### src/rtl/shift_pkg.sv
// Shared types and default widths for the iterative shift units.
package shift_pkg;

  localparam int unsigned DEFAULT_DATA_WIDTH  = 32;
  localparam int unsigned DEFAULT_SHAMT_WIDTH = $clog2(DEFAULT_DATA_WIDTH);

  typedef enum logic [1:0] {
    IDLE  = 2'd0,
    SHIFT = 2'd1,
    DONE  = 2'd2
  } shift_state_e;

endpackage

### src/rtl/shamt_down_counter.sv
// Loadable shift-amount down counter with a registered "count is one" flag.
module shamt_down_counter
  import shift_pkg::*;
#(
  parameter int unsigned WIDTH = DEFAULT_SHAMT_WIDTH
) (
  input  logic             clk,
  input  logic             rst_n,
  input  logic             load,
  input  logic [WIDTH-1:0] load_value,
  input  logic             dec,
  output logic             is_one
);

  logic [WIDTH-1:0] count;

  // Load has priority over decrement; is_one tracks the value being written.
  always_ff @(posedge clk or negedge rst_n) begin
    if (!rst_n) begin
      count  <= '0;
      is_one <= 1'b0;
    end else if (load) begin
      count  <= load_value;
      is_one <= (load_value == WIDTH'(1));
    end else if (dec) begin
      count  <= count - WIDTH'(1);
      is_one <= (count == WIDTH'(2));
    end
  end

endmodule

### src/rtl/slli_iterative.sv
// Iterative logical left shift by immediate: one bit per cycle, valid/ready on both sides.
module slli_iterative
  import shift_pkg::*;
#(
  parameter int unsigned DATA_WIDTH = DEFAULT_DATA_WIDTH
) (
  input  logic                  clk,
  input  logic                  rst_n,
  input  logic                  flush,
  input  logic                  in_valid,
  output logic                  in_ready,
  input  logic [DATA_WIDTH-1:0] SrcA,
  input  logic [DATA_WIDTH-1:0] Immediate,
  output logic                  out_valid,
  input  logic                  out_ready,
  output logic [DATA_WIDTH-1:0] Rd
);

  localparam int unsigned SHAMT_WIDTH = $clog2(DATA_WIDTH);

  shift_state_e          state;
  logic [DATA_WIDTH-1:0] work;
  logic [SHAMT_WIDTH-1:0] shamt;
  logic                  accept_c;
  logic                  dec_c;
  logic                  cnt_is_one;
  logic                  unused_imm;

  // Only the low bits of the immediate select the shift amount.
  assign shamt      = Immediate[SHAMT_WIDTH-1:0];
  assign unused_imm = ^Immediate[DATA_WIDTH-1:SHAMT_WIDTH];

  // Counter strobes; flush suppresses both so it wins over acceptance and shifting.
  assign accept_c = (state == IDLE) && in_valid && !flush;
  assign dec_c    = (state == SHIFT) && !flush;

  shamt_down_counter #(
    .WIDTH (SHAMT_WIDTH)
  ) u_counter (
    .clk        (clk),
    .rst_n      (rst_n),
    .load       (accept_c),
    .load_value (shamt),
    .dec        (dec_c),
    .is_one     (cnt_is_one)
  );

  assign Rd = work;

  // Control FSM and datapath; in_ready/out_valid are registered alongside the state.
  always_ff @(posedge clk or negedge rst_n) begin
    if (!rst_n) begin
      state     <= IDLE;
      work      <= '0;
      in_ready  <= 1'b1;
      out_valid <= 1'b0;
    end else if (flush) begin
      state     <= IDLE;
      in_ready  <= 1'b1;
      out_valid <= 1'b0;
    end else begin
      case (state)
        IDLE: begin
          if (in_valid) begin
            work     <= SrcA;
            in_ready <= 1'b0;
            if (shamt == '0) begin
              state     <= DONE;
              out_valid <= 1'b1;
            end else begin
              state <= SHIFT;
            end
          end
        end
        SHIFT: begin
          work <= {work[DATA_WIDTH-2:0], 1'b0};
          if (cnt_is_one) begin
            state     <= DONE;
            out_valid <= 1'b1;
          end
        end
        DONE: begin
          if (out_ready) begin
            state     <= IDLE;
            in_ready  <= 1'b1;
            out_valid <= 1'b0;
          end
        end
        default: begin
          state     <= IDLE;
          in_ready  <= 1'b1;
          out_valid <= 1'b0;
        end
      endcase
    end
  end

endmodule

### config.mk
export PLATFORM = sky130hd
export DESIGN_NAME = slli_iterative
export DESIGN_NICKNAME = d
export VERILOG_FILES = /design/src/rtl/shift_pkg.sv /design/src/rtl/shamt_down_counter.sv /design/src/rtl/slli_iterative.sv
export SDC_FILE = /design/constraint.sdc
export NUM_CORES = 1
export LEC_CHECK = 0
export CORE_MARGIN = 5
export CORE_UTILIZATION = 40
export CTS_CLUSTER_DIAMETER = 60
export DETAILED_ROUTE_END_ITERATION = 12
export DONT_BUFFER_PORTS = 1
export SETUP_SLACK_MARGIN = 0.15
export SYNTH_ARGS = -nofsm -noshare
export SYNTH_HDL_FRONTEND = slang
export SYNTH_SLANG_ARGS = --single-unit
### constraint.sdc
create_clock -name clk -period 4.52 [get_ports clk]
set_clock_uncertainty 0.05 [all_clocks]
set_input_delay 0.226 -clock clk [delete_from_list [all_inputs] [get_ports clk]]
set_output_delay 0.226 -clock clk [all_outputs]
set_load 0.005 [all_outputs]
==> results.sh <==
export IMPL_synth_edf_count=0
export IMPL_wl_mm=5.20
export IMPL_clock_sinks=42
export IMPL_relSlewSlack_pct=41.7
export IMPL_synth_seq_area_share_pct=48.4
export IMPL_grt_total_usage_pct=14.7
export IMPL_die_width_um=83.7
export IMPL_final_common_cell="a21oi_1"
export IMPL_met1_length_mm=2.20
export IMPL_worst_pin_slew_ps=872
export IMPL_antenna_left=0
export IMPL_syn_to_final_growth_pct=7.54
export IMPL_grt_pass1_vias=1638
export IMPL_synth_largest_area_cell="dfrtp_1"
export IMPL_synth_top_family_by_area="compound AO/OA/AOI/OAI gates"
export IMPL_ys_warn_count=0
export IMPL_drt_pass1_iter_count=5
export IMPL_drive_gt1_share_pct=11.5
export IMPL_multi_input_area_um2=1020
export IMPL_postSynth_topFlopCell="dfrtp_1"
export IMPL_die_y_um=83.7
export IMPL_grt_max_degree=43
export IMPL_hold_path_class="input port to flop"
export IMPL_rsz0062_at_grt="false"
export IMPL_grt_overflow=0
export IMPL_synthAdderAreaFrac_pct=1.15
export IMPL_clk_latency_ps=290
export IMPL_clockBufferDepth=2
export IMPL_netlist_instances=212
export IMPL_ys_types=38
export IMPL_fin_crit_sh_pct=56.3
export IMPL_vias_per_cell=5.78
export IMPL_setup_viol=0
export IMPL_diodes=0
export IMPL_fin_nets=278
export IMPL_synthMuxAreaShare_pct=15.4
export IMPL_wl_per_cell_um=18.7
export IMPL_cts_buffers=5
export IMPL_synth_compound_area_share_pct=20.6
export IMPL_cts_hold_fix_buffers=4
export IMPL_met2_length_mm=2.48
export IMPL_drtIter0Drc=43
export IMPL_drc=0
export IMPL_synthTopCellsByArea="dfrtp_1 47%, a21oi_1 15%, mux2i_1 14%, buf_2 1.8%, mux2_2 1.6%"
export IMPL_layout_common_cells="67 x a21oi_1, 41 x dfrtp_1, 30 x mux2i_1"
export IMPL_vias=1608
export IMPL_top_layer="met4"
export IMPL_synth_area_um2=2170
export IMPL_routabilityCongestion=0.758
export IMPL_dr_wl_met3_um=447
export IMPL_async_reset_ff_share_pct=100
export IMPL_max_freq_mhz=393
export IMPL_cts_root_buf="clkbuf_8"
export IMPL_postSynthAreaPerCell_um2=10.3
export IMPL_port_buffers=0
export IMPL_synthSimpleGateAreaFrac_pct=9.15
export IMPL_grt_pass1_wl_mm=8.42
export IMPL_cp_arrival_ps=2670
export IMPL_post_cts_buffers=0
export IMPL_yosysTopAreaCellShare_pct=47.2
export IMPL_initial_core_util_pct=41.8
export IMPL_path_max_fanout=18
export IMPL_dpl_hpwl_mm=3.60
export IMPL_antenna_found_initial=0
export IMPL_placed_area_um2=2200
export IMPL_synthXorXnorAreaFrac_pct=0.403
export IMPL_crit_required_ps=4650
export IMPL_fillers=518
export IMPL_clk_pin_slew_ps=80
export IMPL_core_um2=5200
export IMPL_finalCriticalPeriod_ps=2550
export IMPL_peakVddDrop_v=0.000198
export IMPL_fin_tns_setup_ps=0
export IMPL_worstSetupPathType="flop to flop"
export IMPL_startpoint_type="flop"
export IMPL_slew_violations=0
export IMPL_ios=103
export IMPL_synth_nets=283
export IMPL_seq_area_um2=1050
export IMPL_h_tree_depth=2
export IMPL_leakagePower_uw=0.000892
export IMPL_cts_tree="done"
export IMPL_ys_ff_latch=42
export IMPL_maxCapViolations=0
export IMPL_row_count=26
export IMPL_status="finished, final reports clean"
export IMPL_power_density_nw_per_um2=479
export IMPL_cp_end_kind="flop"
export IMPL_finalInstanceArea_um2=2340
export IMPL_die_area_um2=7010
export IMPL_post_cts_resized=0
export IMPL_finalHoldViolCount=0
power breakdown:
group	switching [µW]	internal (µW)	total, µW
Combinational	140	132	272
Sequential	126	484	611
Clock	129	109	238
synthesized netlist by cell type (3+ instances only):
master / number
mux2i_1: 30
inv_1: 4
buf_4: 3
mux2_2: 3
nor3_1: 3
or2_2: 3
nand2_1: 4
nor2_1: 3
buf_2: 8
clkbuf_1: 6
a21oi_1: 67
nand2b_1: 4
dfrtp_1: 41
registers in the layout, indices dropped and copies added (netlist names):
| name | cells |
|---|---|
| Rd | 32 |
| in_ready | 1 |
| out_valid | 1 |
| state | 2 |
| u_counter.count | 5 |
| u_counter.is_one | 1 |
per-stage QoR:
stage	setup WS (ps)	utilization [%]	total power (µW)	hold slack, ps	std cells
global placement	1990	42.3	875	-118	266
global route	1840	44.9	1210	32.4	278
CTS	1970	44.9	1140	17.6	278
detailed placement	1990	42.3	886	-118	266
finish	1970	44.9	1120	24.8	278
floorplan	2970	-	812	-120	212
final cells by class:
type / instances / area share [%]
Multi-Input combinational cell: 147 / 43.8
Timing Repair Buffer: 7 / 3.10
Inverter: 4 / 0.642
Tap cell: 70 / 3.75
Sequential cell: 42 / 45.0
Clock inverter: 2 / 0.589
Clock buffer: 6 / 3.10
path summary, 6_finish.rpt:
check,cells past startpoint,slack (ps),startpoint,to
worst min-delay path,2,20,SrcA[0],Rd[0]
worst max-delay path,4,1970,state[1],Rd[30]
worst max register to register,4,1970,state[1],Rd[30]
min in group asynchronous,2,330,rst_n,Rd[20]
worst min register to register,2,510,in_ready,in_ready
max in group asynchronous,2,3830,rst_n,in_ready
worst max-delay path: stages, from the launching register on:
cell and delay [ps]:
dfrtp_1 570, or2_2 420, nor2_2 690, buf_4 350, mux2_2 350
layer usage:
layer  track usage, %  vias to the layer above
li1                 -                      767
met1             18.0                      782
met2             23.5                       53
met3             6.42                        6
met4             4.53                        0
met5                0                        -
cell families after synthesis:
group	after synthesis
AO/OA/AOI/OAI	81
flip-flops	42
multiplexers	33
AND/OR/NAND/NOR	30
buffers and inverters	23
adder cells (fa/ha/maj)	2
XOR/XNOR	1
Power figures use the tool's default switching activity.
